<file path="src/rtl/supersonic_pkg.sv">
// supersonic_pkg: state encoding and default timing constants for the
// ultrasonic ranging front end. Shared with the cut controller bench.
package supersonic_pkg;

    typedef enum logic [2:0] {
        IDLE      = 3'd0,
        TRIG      = 3'd1,
        WAIT_ECHO = 3'd2,
        ECHO      = 3'd3,
        DONE      = 3'd4,
        HOLDOFF   = 3'd5
    } state_e;

    // Defaults assume a 50 MHz clock.
    localparam int DEF_TRIG_CYC    = 500;        // 10 us sensor trigger
    localparam int DEF_CYC_PER_MM  = 292;        // round trip at 343 m/s
    localparam int DEF_TIMEOUT_CYC = 1_900_000;  // 38 ms
    localparam int DEF_HOLDOFF_CYC = 3_000_000;  // 60 ms
    localparam int DEF_DIST_W      = 32;

    localparam int CNT_W = 22;  // shared cycle counter, covers HOLDOFF
    localparam int SUB_W = 9;   // per-millimetre sub-counter

endpackage

</file>
<file path="src/rtl/supersonic_echo_sync.sv">
// echo_sync: 2-flop synchronizer for the asynchronous echo pin plus
// registered single-cycle rise/fall pulses of the synchronized level.
module echo_sync (
    input  logic clk,
    input  logic rst_n,
    input  logic echo_i,
    output logic rise_o,
    output logic fall_o
);

    logic s1_q, s2_q, s3_q;
    logic rise_q, fall_q;

    // Synchronize, keep one delayed copy, and register the edge pulses.
    always_ff @(posedge clk or negedge rst_n) begin
        if (!rst_n) begin
            s1_q   <= 1'b0;
            s2_q   <= 1'b0;
            s3_q   <= 1'b0;
            rise_q <= 1'b0;
            fall_q <= 1'b0;
        end else begin
            s1_q   <= echo_i;
            s2_q   <= s1_q;
            s3_q   <= s2_q;
            rise_q <= s2_q & ~s3_q;
            fall_q <= ~s2_q & s3_q;
        end
    end

    assign rise_o = rise_q;
    assign fall_o = fall_q;

endmodule

</file>
<file path="src/rtl/supersonic.sv">
// supersonic: HC-SR04 ranging front end. Drives the trigger pin, times the
// echo pulse and reports floor(width / CYC_PER_MM) millimetres.
// Optional feature: SUPERSONIC_TIMEOUT_EN adds an echo timeout that reports
// all-ones ("no target"); without it a lost echo waits until reset.
//
//   state     | meaning
//   ----------+-----------------------------------------------------
//   IDLE      | waiting for trigger request
//   TRIG      | sensor trigger pin high for TRIG_CYC cycles
//   WAIT_ECHO | waiting for synchronized echo rise
//   ECHO      | counting echo width into mm accumulator
//   DONE      | result strobe cycle (valid high, distance updated)
//   HOLDOFF   | dead time of HOLDOFF_CYC cycles before next request
module supersonic
    import supersonic_pkg::*;
#(
    parameter int TRIG_CYC    = DEF_TRIG_CYC,
    parameter int CYC_PER_MM  = DEF_CYC_PER_MM,
    parameter int TIMEOUT_CYC = DEF_TIMEOUT_CYC,
    parameter int HOLDOFF_CYC = DEF_HOLDOFF_CYC,
    parameter int DIST_W      = DEF_DIST_W
) (
    input  logic              clk,
    input  logic              rst_n,
    input  logic              trigger,
    output logic              triggerSuc,
    output logic              valid,
    output logic [DIST_W-1:0] distance,
    output logic              sr_trig,
    input  logic              sr_echo
);

    localparam logic [CNT_W-1:0] TRIG_LAST = CNT_W'(TRIG_CYC - 1);
    localparam logic [CNT_W-1:0] HOLD_LAST = CNT_W'(HOLDOFF_CYC - 1);
    localparam logic [SUB_W-1:0] SUB_LAST  = SUB_W'(CYC_PER_MM - 1);
`ifdef SUPERSONIC_TIMEOUT_EN
    localparam logic [CNT_W-1:0] TO_LAST   = CNT_W'(TIMEOUT_CYC - 1);
`endif

    state_e              state_q, state_d;
    logic [CNT_W-1:0]    cnt_q, cnt_d;
    logic [SUB_W-1:0]    sub_q, sub_d, sub_step;
    logic [DIST_W-1:0]   acc_q, acc_d, acc_step;
    logic [DIST_W-1:0]   dist_q, dist_d;
    logic                trig_q, trig_d;
    logic                suc_q, suc_d;
    logic                valid_q, valid_d;
    logic                echo_rise, echo_fall;

    echo_sync u_echo_sync (
        .clk    (clk),
        .rst_n  (rst_n),
        .echo_i (sr_echo),
        .rise_o (echo_rise),
        .fall_o (echo_fall)
    );

    // One echo cycle: advance the sub-counter, carry into the saturating mm count.
    always_comb begin
        sub_step = sub_q + 1'b1;
        acc_step = acc_q;
        if (sub_q == SUB_LAST) begin
            sub_step = '0;
            if (acc_q != '1) acc_step = acc_q + 1'b1;
        end
    end

    // Next-state and registered-output decode.
    always_comb begin
        state_d = state_q;
        cnt_d   = '0;
        sub_d   = sub_q;
        acc_d   = acc_q;
        dist_d  = dist_q;
        trig_d  = 1'b0;
        suc_d   = 1'b0;
        valid_d = 1'b0;
        unique case (state_q)
            IDLE: begin
                if (trigger) begin
                    state_d = TRIG;
                    trig_d  = 1'b1;
                end
            end
            TRIG: begin
                cnt_d  = cnt_q + 1'b1;
                trig_d = 1'b1;
                if (cnt_q == TRIG_LAST) begin
                    cnt_d   = '0;
                    trig_d  = 1'b0;
                    suc_d   = 1'b1;
                    state_d = WAIT_ECHO;
                end
            end
            WAIT_ECHO: begin
`ifdef SUPERSONIC_TIMEOUT_EN
                cnt_d = cnt_q + 1'b1;
`endif
                if (echo_rise) begin
                    state_d = ECHO;
                    cnt_d   = '0;
                    sub_d   = '0;
                    acc_d   = '0;
                end
`ifdef SUPERSONIC_TIMEOUT_EN
                else if (cnt_q == TO_LAST) begin
                    state_d = DONE;
                    valid_d = 1'b1;
                    dist_d  = '1;
                end
`endif
            end
            ECHO: begin
                // The rise cycle is spent entering ECHO and the fall cycle is
                // still counted, so the total equals the synchronized width.
                sub_d = sub_step;
                acc_d = acc_step;
`ifdef SUPERSONIC_TIMEOUT_EN
                cnt_d = cnt_q + 1'b1;
`endif
                if (echo_fall) begin
                    state_d = DONE;
                    valid_d = 1'b1;
                    dist_d  = acc_step;
                end
`ifdef SUPERSONIC_TIMEOUT_EN
                else if (cnt_q == TO_LAST) begin
                    state_d = DONE;
                    valid_d = 1'b1;
                    dist_d  = '1;
                end
`endif
            end
            DONE: begin
                state_d = HOLDOFF;
            end
            HOLDOFF: begin
                cnt_d = cnt_q + 1'b1;
                if (cnt_q == HOLD_LAST) begin
                    cnt_d   = '0;
                    state_d = IDLE;
                end
            end
            default: begin
                state_d = IDLE;
            end
        endcase
    end

    // State, counters and output registers.
    always_ff @(posedge clk or negedge rst_n) begin
        if (!rst_n) begin
            state_q <= IDLE;
            cnt_q   <= '0;
            sub_q   <= '0;
            acc_q   <= '0;
            dist_q  <= '0;
            trig_q  <= 1'b0;
            suc_q   <= 1'b0;
            valid_q <= 1'b0;
        end else begin
            state_q <= state_d;
            cnt_q   <= cnt_d;
            sub_q   <= sub_d;
            acc_q   <= acc_d;
            dist_q  <= dist_d;
            trig_q  <= trig_d;
            suc_q   <= suc_d;
            valid_q <= valid_d;
        end
    end

    assign sr_trig    = trig_q;
    assign triggerSuc = suc_q;
    assign valid      = valid_q;
    assign distance   = dist_q;

endmodule

</file>
<file path="config.mk">
export PLATFORM = sky130hd
export DESIGN_NAME = supersonic
export DESIGN_NICKNAME = d
export VERILOG_FILES = /design/src/rtl/supersonic_pkg.sv /design/src/rtl/supersonic_echo_sync.sv /design/src/rtl/supersonic.sv
export SDC_FILE = /design/constraint.sdc
export NUM_CORES = 1
export LEC_CHECK = 0
export BUFFER_PORTS_ARGS = -buffer_cell sky130_fd_sc_hd__buf_2
export CAP_MARGIN = 20
export CORE_ASPECT_RATIO = 1.5
export CORE_MARGIN = 1.5
export CORE_UTILIZATION = 45
export DETAILED_ROUTE_END_ITERATION = 7
export GPL_ROUTABILITY_DRIVEN = 0
export PLACE_DENSITY = 0.71
export SYNTH_ARGS = -nofsm -noshare
export SYNTH_HDL_FRONTEND = slang
export SYNTH_SLANG_ARGS = --single-unit
</file>
<file path="constraint.sdc">
create_clock -name clk -period 4.5 [get_ports clk]
set_input_delay 0.675 -clock clk [delete_from_list [all_inputs] [get_ports clk]]
set_output_delay 0.675 -clock clk [all_outputs]
set_load 0.05 [all_outputs]
</file>
==> impl_results.md, run 1 <==
- N_diodes: 0
- Drt pass-1 iters: 7
- Max_slew headroom: 0.271
- Worst min-delay path category: reg -> reg
- CTS buffer count: 9
- DP Wirelength: 9.14 mm
- Crit-path slowest cell: or4b_2
- Critical Path End Type: flip-flop
- Syn avg cell area: 9.10 sq um
- WL per Instance: 17.1 microns
- Share of cells above drive strength 1: 0.115
- Post-CTS Repair Setup Buffers: 0
- Tmin final: roughly 2.8 ns
- Drt initial violations: between 300 and 400
- Clock-pin slew on the worst setup and hold paths: approximately 0.070 ns
- Routed Antenna Nets: 0
- Core Box Area: between 10000 and 15000 sq um
- Rows: between 40 and 50
- Pwr dens: about 280 nW/um^2
- Gr ovfl total: 0
- Clock Path Buffers: 2
- Worst Slack Setup Final: 1.65 ns
- Initial Util: 0.464
- Cell Count, Final, Fillers Out: slightly below 800
- Number of synthesized flops with an enable pin: 0
- Max IR drop VDD: 0.000195 V
- Total power: 1.74 mW
- Most common library cells after synthesis: 106 x dfrtp_1, 67 x nand2_1, 58 x nor2_1, 49 x o21ai_0, 33 x clkbuf_1
- Mapped Area: 5580 sq um
- Final Setup Violations: 0
- CP Class: reg -> reg
- Vias in the first global route: 4693
- Via density: 6.15
- Most numerous cell in the Yosys netlist: dfrtp_1
- Hold Vio Cnt, Final: 0
- DR DRC count: 0
- Final #Nets: 637
- WP data required: between 4 and 5 ns
- Dpl ws: 1.57 ns
- Sink Count: between 100 and 150
- Number of max-cap violations: 0
- Initial antenna violation count: 0
- Buffers on Ports: 38
- Status: completed
- Layout area overhead: 10.7%
- First-pass GRT wire length: roughly 23 mm
- Startpoint Class: flip-flop
- Clock skew: between 0.009 and 0.01 ns
- H-tree levels: 3
- Seq cells post-synth: 106
- CP cell instances: or4b_2 -> or4_1 -> a211oi_1 -> o21ai_0 -> mux2_2
- Die ar.: roughly 13000 sq um
- Total global routing track utilization: 0.219
- Synth Net Count: just over 600
- Biggest area consumer among synthesized cells: dfrtp_1
- Sequential share of the synthesized area: 0.476
- Fin util: 0.514
- Largest net degree at the start of global routing: between 70 and 80
- Fill cell count: 1113
- Largest fanout on the critical path: 7
- CTS tree: built
- Ys flop type: dfrtp_1
- Actual slew at the worst max-slew pin: approximately 1.1 ns
- Share of the clock period used by the worst path after layout: 0.633
- Hold_buf cts: 0
- Vias: approximately 4800
- Post-route setup TNS: 0 ns
- Max incr delay on CP: between 0.7 and 0.8 ns
- Clock Latency Late Sink: approximately 0.35 ns
- Final wirelength: around 14 mm
- WP buf/inv: 0
- Achievable Freq: between 0.3 and 0.4 GHz
- Chip Height: about 140 microns
- CP top delay family: simple AND/OR/NAND/NOR gates
- Ys Warns: 0
- Pleak: 2.61 nW
- Synth area leaders: dfrtp_1 48%, nand2_1 4.5%, o21ai_0 4.4%
- Unique cell type count in the Yosys netlist: 64
- Asr flop ratio synth: 1.00
- Root Buffer: clkbuf_16
- Placed insts: around 770
- Synth top area share: 0.476
- RSZ-0062 raised after global routing: false
- Arrival time worst endpoint: 3.09 ns
- Io pins: 39
- Die span in x: between 90 and 100 microns
- Final Max Slew Viols: 0
- Post-Syn Instances: 613
- Post-CTS sizing: 0
stage by stage:
stage / cell area (sq um) / hold slack, ns
floorplan: 5580 / 0.331
global placement: 5830 / 0.336
detailed placement: 5830 / 0.335
CTS: 6120 / 0.350
global route: 6170 / 0.373
finish: 6170 / 0.350
state kept, by name, indices dropped and copies added, names as in the netlist, 3 cells and up:
signal / count
distance: 32
state_q: 3
sub_q: 9
acc_q: 32
cnt_q: 22
layer usage:
metal	vias to the layer above	wire length, microns	track usage
li1	2288	-	-
met1	2326	5250	0.256
met2	193	7060	0.385
met3	37	755	0.0350
met4	0	435	0.103
met5	-	0	0
area by class of cell:
type                    instances  area (sq um)  area share
flip-flops and latches        106          2650       0.430
multi-input cells             451          2700       0.438
repair buffers                 47           278      0.0450
well taps                     153           191      0.0310
clock buffers                  11           253      0.0409
clock inverters                 5          37.5     0.00608
inverters                      15          56.3     0.00912
worst paths after layout:
kind,slack (ns),depth (start not counted),to,from
max,1.65,5,acc_q[12],sub_q[3]
min,0.35,0,u_echo_sync.s2_q,u_echo_sync.s1_q
max reg2reg,1.65,5,acc_q[12],sub_q[3]
min reg2reg,0.35,0,u_echo_sync.s2_q,u_echo_sync.s1_q
max in group asynchronous,3.04,2,acc_q[4],rst_n
min in group asynchronous,0.47,1,distance[11],rst_n
cell families after synthesis:
kind of cell             count (synthesis)  share of synthesized area
AO/OA/AOI/OAI                          144                      0.168
XOR/XNOR                                35                     0.0550
adder cells (fa/ha/maj)                  3                    0.00673
buffers and inverters                   56                     0.0399
flip-flops                             106                      0.476
multiplexers                             3                    0.00561
AND/OR/NAND/NOR                        266                      0.249
worst register-to-register path: cells and delay by family (launching register included):
| family | cells | cell delay, ns |
|---|---|---|
| muxes | 1 | 0.30 |
| and+or+nand+nor | 2 | 1.41 |
| AOI/OAI and AO/OA | 2 | 0.57 |
| DFF | 1 | 0.45 |
power breakdown:
part	switching [mW]	internal (mW)
logic	0.0192	0.00232
registers	0.00131	0.954
clock network	0.352	0.409
total	0.372	1.37
placed cells by master (no fill, tap or decap), types with 12 or more instances in the layout:
cell type / Yosys / layout
a31oi_1: 28 / 28
and3_1: 12 / 12
buf_2: 4 / 38
dfrtp_1: 106 / 106
inv_1: 14 / 14
nand2_1: 67 / 67
nand3_1: 30 / 30
nand4_1: 23 / 23
nor2_1: 58 / 58
o21ai_0: 49 / 48
or3_1: 12 / 12
or4_1: 12 / 12
xnor2_1: 19 / 19
xor2_1: 16 / 16
Note: power is estimated with default switching activity, not from simulation.
==> inputs of run 2 (changes only) <==
- ABC_AREA: not set -> 1
- PLACE_DENSITY: 0.71 -> 0.74
- clock period: 4.5 -> 2.6 ns (I/O delays scaled with it)
==> impl_results.md, run 2 <==
- Die span in x: 97.0 microns
- Pleak: between 3 and 4 nW
- Tmin final: about 2.1 ns
- H-tree levels: 3
- CP Class: reg -> reg
- Top sig layer: met4
- Final wirelength: 13.8 mm
- Achievable Freq: 0.477 GHz
- Asr flop ratio synth: 1.00
- N_diodes: 0
- Placed insts: 1033
- Status: completed
- Post-CTS sizing: 0
- Post-Syn Instances: roughly 850
- Most frequent cells in the layout: 362 x nand2_1, 106 x dfrtp_1, 90 x nor2_1
- Clock Latency Late Sink: 0.36 ns
- Root Buffer: clkbuf_16
- Drt pass-1 iters: 4
- Buffers on Ports: 38
- Number of max-cap violations: 0
- Max IR drop VDD: between 0.0003 and 0.0004 V
- CTS buffer count: 9
- Ys Warns: 0
- Clock-pin slew on the worst setup and hold paths: roughly 0.07 ns
- Die ar.: roughly 14000 sq um
- Total global routing track utilization: 0.210
- Clock Path Buffers: 2
- Drt initial violations: roughly 350
- Number of synthesized flops with an enable pin: 0
- WP data required: 2.83 ns
- Post-CTS Repair Setup Buffers: 0
- Synth Net Count: around 850
- WP buf/inv: 0
- Initial Util: 0.460
- Final Max Slew Viols: 0
- Layout area overhead: 11.6%
- Mapped Area: roughly 6000 sq um
- Max_slew headroom: 0.651
- Hold_buf cts: 0
- Biggest area consumer among synthesized cells: dfrtp_1
- Fill cell count: 1295
- Synth area leaders: dfrtp_1 45%, nand2_1 23%, nor2_1 5.7%
- Gr ovfl total: 0
- Crit-path slowest cell: dfrtp_1
- Synth top area share: 0.445
- Arrival time worst endpoint: between 2 and 2.5 ns
- Most numerous cell in the Yosys netlist: nand2_1
- Io pins: 39
- Commonest non-fill, non-tap cell in the layout: nand2_1
- Worst min-delay path category: in -> async
- CTS tree: built
- Seq cells post-synth: 106
- Sink Count: about 110
- Initial antenna violation count: 0
- M1 wire length: 5.50 mm
- Final #Nets: just under 900
- Sequential share of the synthesized area: 0.445
- Ys flop type: dfrtp_1
- Met2 routed WL: about 7.4 mm
- WL per Instance: about 13 microns
- Worst Slack Setup Final: just over 0.5 ns
- Vias in the first global route: around 5100
- Chip Height: 144 microns
- DP Wirelength: 10.0 mm
- Fin util: 0.514
- Most common library cells after synthesis: 362 x nand2_1, 106 x dfrtp_1, 90 x nor2_1, 83 x inv_1, 57 x nand3_1
- Startpoint Class: flip-flop
- Syn avg cell area: about 7.1 sq um
- Pwr dens: approximately 470 nW/um^2
- Final Setup Violations: 0
- CP cell instances: ha_1 -> nand2_2 -> nor2_4 -> nand2_4 -> nor2_8 -> nand3_4 -> nand2_1 -> nand2_1 -> o21ai_0 -> o21ai_0
- Rows: between 50 and 60
- Dpl ws: roughly 0.54 ns
- Routed wl met3: around 530 microns
- DR DRC count: 0
- Via density: 5.03
- First-pass GRT wire length: 23.6 mm
- Share of cells above drive strength 1: 0.101
- Cell Count, Final, Fillers Out: ~1000
- Largest net degree at the start of global routing: 48
- Post-route setup TNS: 0 ns
- Clock skew: about 0.012 ns
- Routed Antenna Nets: 0
- Unique cell type count in the Yosys netlist: 35
- Hold Vio Cnt, Final: 0
- Max incr delay on CP: 0.41 ns
- RSZ-0062 raised after global routing: false
- Largest fanout on the critical path: 32
- Critical Path End Type: flip-flop
- CP top delay family: simple AND/OR/NAND/NOR gates
- Core Box Area: 13000 sq um
- Vias: between 5000 and 6000
- Share of the clock period used by the worst path after layout: 0.806
- Actual slew at the worst max-slew pin: approximately 0.52 ns
[run 2: cell count changes in the layout (fill, tap and decap cells not counted), sizes merged, moves of 28 or more]
cell / before / now
nand2: 67 / 368
inv: 15 / 84
nor2: 58 / 100
o21ai: 51 / 20
a31oi: 28 / 0
nand3: 31 / 59
[run 2: path summary, 6_finish.rpt]
kind / from / end / slack [ns] / cells after the start
min reg2reg: u_echo_sync.s1_q / u_echo_sync.s2_q / 0.35 / 0
max in group asynchronous: rst_n / acc_q[18] / 1.91 / 2
max: acc_q[1] / acc_q[1] / 0.50 / 10
min: rst_n / distance[5] / 0.009 / 1
min in group clk: sr_echo / u_echo_sync.s1_q / 0.15 / 1
max reg2reg: acc_q[1] / acc_q[1] / 0.50 / 10
[run 2: where the power goes]
group	leakage (nW)	internal [mW]	switching (mW)	total [mW]
combinational	1.79	0.00671	0.0328	0.0395
sequential	1.45	1.65	0.00213	1.65
clock	0.148	0.803	0.618	1.42
total	3.39	2.46	0.653	3.11
[run 2: area by class of cell]
class	count	area (sq um)	area share
Inverter	86	323	0.0485
Tap cell	159	199	0.0299
Multi-Input combinational cell	633	2880	0.432
Timing Repair Buffer	49	288	0.0432
Clock inverter	5	62.6	0.00940
Sequential cell	106	2650	0.399
Clock buffer	11	253	0.0380
[run 2: cell families (layout without fill, tap and decap cells)]
group | after synthesis | after routing | synth area share
AND/OR/NAND/NOR | 577 | 577 | 0.412
flip-flops | 106 | 106 | 0.445
AO/OA/AOI/OAI | 31 | 31 | 0.0290
XOR/XNOR | 22 | 22 | 0.0348
adder cells (fa/ha/maj) | 3 | 3 | 0.00630
buffers and inverters | 106 | 151 | 0.0728
[run 2: per-stage QoR]
| step | total power [mW] | hold slack (ns) | instance area [sq um] |
|---|---|---|---|
| floorplan | 1.69 | 0.0944 | 5960 |
| global placement | 1.73 | 0.339 | 6340 |
| detailed placement | 1.73 | 0.336 | 6340 |
| CTS | 3.15 | 0.0230 | 6660 |
| global route | 3.21 | 0.0498 | 6660 |
| finish | 3.11 | 0.00927 | 6660 |
[run 2: metal layers]
layer	vias to the layer above	GRT usage
li1	2718	-
met3	29	0.0428
met5	-	0
met4	0	0.0847
met1	2442	0.226
met2	87	0.400
==> inputs of run 3 (changes only) <==
- ABC_AREA: 1 -> 0
- clock period: 2.6 -> 1.9 ns (I/O delays scaled with it)
==> impl_results.md, run 3 (synthesized netlist as in run 1, its figures left out) <==
- Tmin final: around 2.4 ns
- Most frequent cells in the layout: 127 x buf_4, 103 x dfrtp_1, 65 x nand2_1
- Hold path cells: 1
- Seq pwr share: 0.540
- Root Buffer: clkbuf_16
- Hold Vio Cnt, Final: 0
- DP Wirelength: approximately 11 mm
- Number of max-cap violations: 0
- Rows: 49
- Drt pass-1 iters: 5
- Achievable Freq: around 0.42 GHz
- Startpoint Class: flip-flop
- Combinational power share: 0.015
- P_sw: approximately 980 uW
- WP data required: ~2.2 ns
- Vias in the first global route: 5595
- Layout area overhead: 44.5%
- N_diodes: 0
- Actual slew at the worst max-slew pin: between 0.5 and 0.6 ns
- Share of the clock period used by the worst path after layout: 1.24
- Worst R2R Setup Slack: -0.46 ns
- Final wirelength: between 15 and 20 mm
- Worst r2r src: sub_q[3]
- DR DRC count: 0
- Clock Latency Late Sink: ~0.35 ns
- Drt initial violations: between 400 and 500
- Critical Path End Type: flip-flop
- CP Class: reg -> reg
- Buffers on Ports: 38
- Total global routing track utilization: 0.259
- Reg2reg end: acc_q[12]
- Worst Min Path Start: sr_echo
- Core Box Area: 12000 sq um
- Final #Nets: 786
- Pwr dens: 520 nW/um^2
- Commonest non-fill, non-tap cell in the layout: buf_4
- Sink Count: 106
- Clock-pin slew on the worst setup and hold paths: approximately 0.08 ns
- First-pass GRT wire length: 26.7 mm
- Die span in x: 93.9 microns
- Max incr delay on CP: roughly 0.55 ns
- Crit-path slowest cell: or4b_4
- CTS buffer count: 9
- Largest fanout on the critical path: 3
- Most used cell, CP: buf_6
- RSZ-0062 raised after global routing: true
- WP buf/inv: 2
- Storage cell area: between 2000 and 3000 sq um
- Chip Height: around 140 microns
- Gr ovfl total: 0
- WL per Instance: just under 20 microns
- Final Max Slew Viols: 0
- CP top delay family: simple AND/OR/NAND/NOR gates
- Cell area after layout: 8060 sq um
- Clock Path Buffers: 2
- Hold path endpoint: u_echo_sync.s1_q
- CTS tree: built
- Die ar.: approximately 13000 sq um
- H-tree levels: 3
- Arrival time worst endpoint: approximately 2.7 ns
- CP cell instances: or4b_4 -> or4_4 -> buf_6 -> a211oi_4 -> buf_6 -> and2_4 -> mux2_4
- Max_slew headroom: 0.651
- Worst Slack Setup Final: -0.464 ns
- Status: complete, but fails checks
- Vias: a little under 6000
- Fill cell count: around 870
- Worst min-delay path category: in -> reg
- Placed cell area: between 6000 and 7000 sq um
- Placed insts: 878
- Area taken by multi-input logic gates: around 3300 sq um
- Io pins: 39
- Initial Util: 0.464
- Routed Antenna Nets: 0
- Worst r2r path cells: 7
- Pleak: 3.47 nW
- Switching part of the total power: 0.235
- Cell Count, Final, Fillers Out: 937
- Clock skew: around 0.012 ns
- Largest net degree at the start of global routing: 34
- Share of cells above drive strength 1: 0.386
- Pint: approximately 3.2 mW
- Max IR drop VDD: approximately 0.00037 V
- Clk network pwr share: 0.445
- Final Setup Violations: 76
- Initial antenna violation count: 0
- Failing checks: setup timing
- Via density: between 6 and 7
[run 3: cell types whose count changed in the layout (fill, tap and decap cells not counted), moves of 10 or more]
cell      delta
nand2_1    -297
nand3_1     -31
o211ai_1    +11
inv_1       -69
buf_6       +20
and3_1      +11
o21ai_0     +11
o21ai_1     +16
buf_4      +116
a31oi_1     +28
nor2_1      -55
xnor2_1     +12
nor3_1      -13
nor2_4      +10
[run 3: power groups by stage]
stage                     clock network, mW  registers, mW  logic, mW
after global routing                   2.00           2.26     0.0738
after detailed placement                  0           2.31     0.0647
final                                  1.86           2.26     0.0637
after CTS                              1.88           2.26     0.0662
after global placement                    0           2.31     0.0623
after floorplan                           0           2.31    0.00245
[run 3: worst max path at each step]
stage,start,end,depth (start not counted)
after floorplan,acc_q[7],acc_q[30],7
after global placement,acc_q[13],acc_q[30],5
after detailed placement,acc_q[13],distance[30],5
after CTS,sub_q[4],acc_q[12],7
after global routing,sub_q[3],distance[29],8
final,sub_q[3],acc_q[12],7
[run 3: metal layers]
metal / share of wire / global-route usage
met1: 0.35 / 0.284
met2: 0.54 / 0.459
met3: 0.058 / 0.0459
met4: 0.056 / 0.152
met5: 0 / 0
[run 3: worst register-to-register path, delay by kind of cell (launching register included)]
kind                   cells  cell delay [ns]
and+or+nand+nor            3             1.25
muxes                      1             0.14
buffers and inverters      2             0.30
DFF                        1             0.40
AOI/OAI and AO/OA          1             0.21
[run 3: repair_timing]
item                       CTS  global route
hold endpoints to repair    30             0
setup endpoints to repair   67            91
cloned                       2             4
hold buffers                 1             0
resized for setup           51           104
buffers inserted            17            21
pin swaps                   23            45
[run 3: cell type report]
type / instances / area share
multi-input combinational: 453 / 0.410
sequential: 106 / 0.330
timing repair buffer: 194 / 0.192
clock buffer: 9 / 0.0280
tap: 153 / 0.0238
clock inverter: 7 / 0.00901
inverter: 15 / 0.00699
[run 3: stage by stage]
stage	total power, mW	hold WS [ns]	utilization	worst slack (ns)	setup TNS, ns
after floorplan	2.31	-0.0106	-	-0.655	-19.04
after global placement	2.37	0.267	0.562	-0.447	-14.52
after detailed placement	2.37	0.274	0.562	-0.498	-17.83
after CTS	4.21	0.0309	0.619	-0.426	-13.89
after global routing	4.33	0.0287	0.670	-0.515	-23.62
final	4.19	0.0372	0.670	-0.464	-17.24
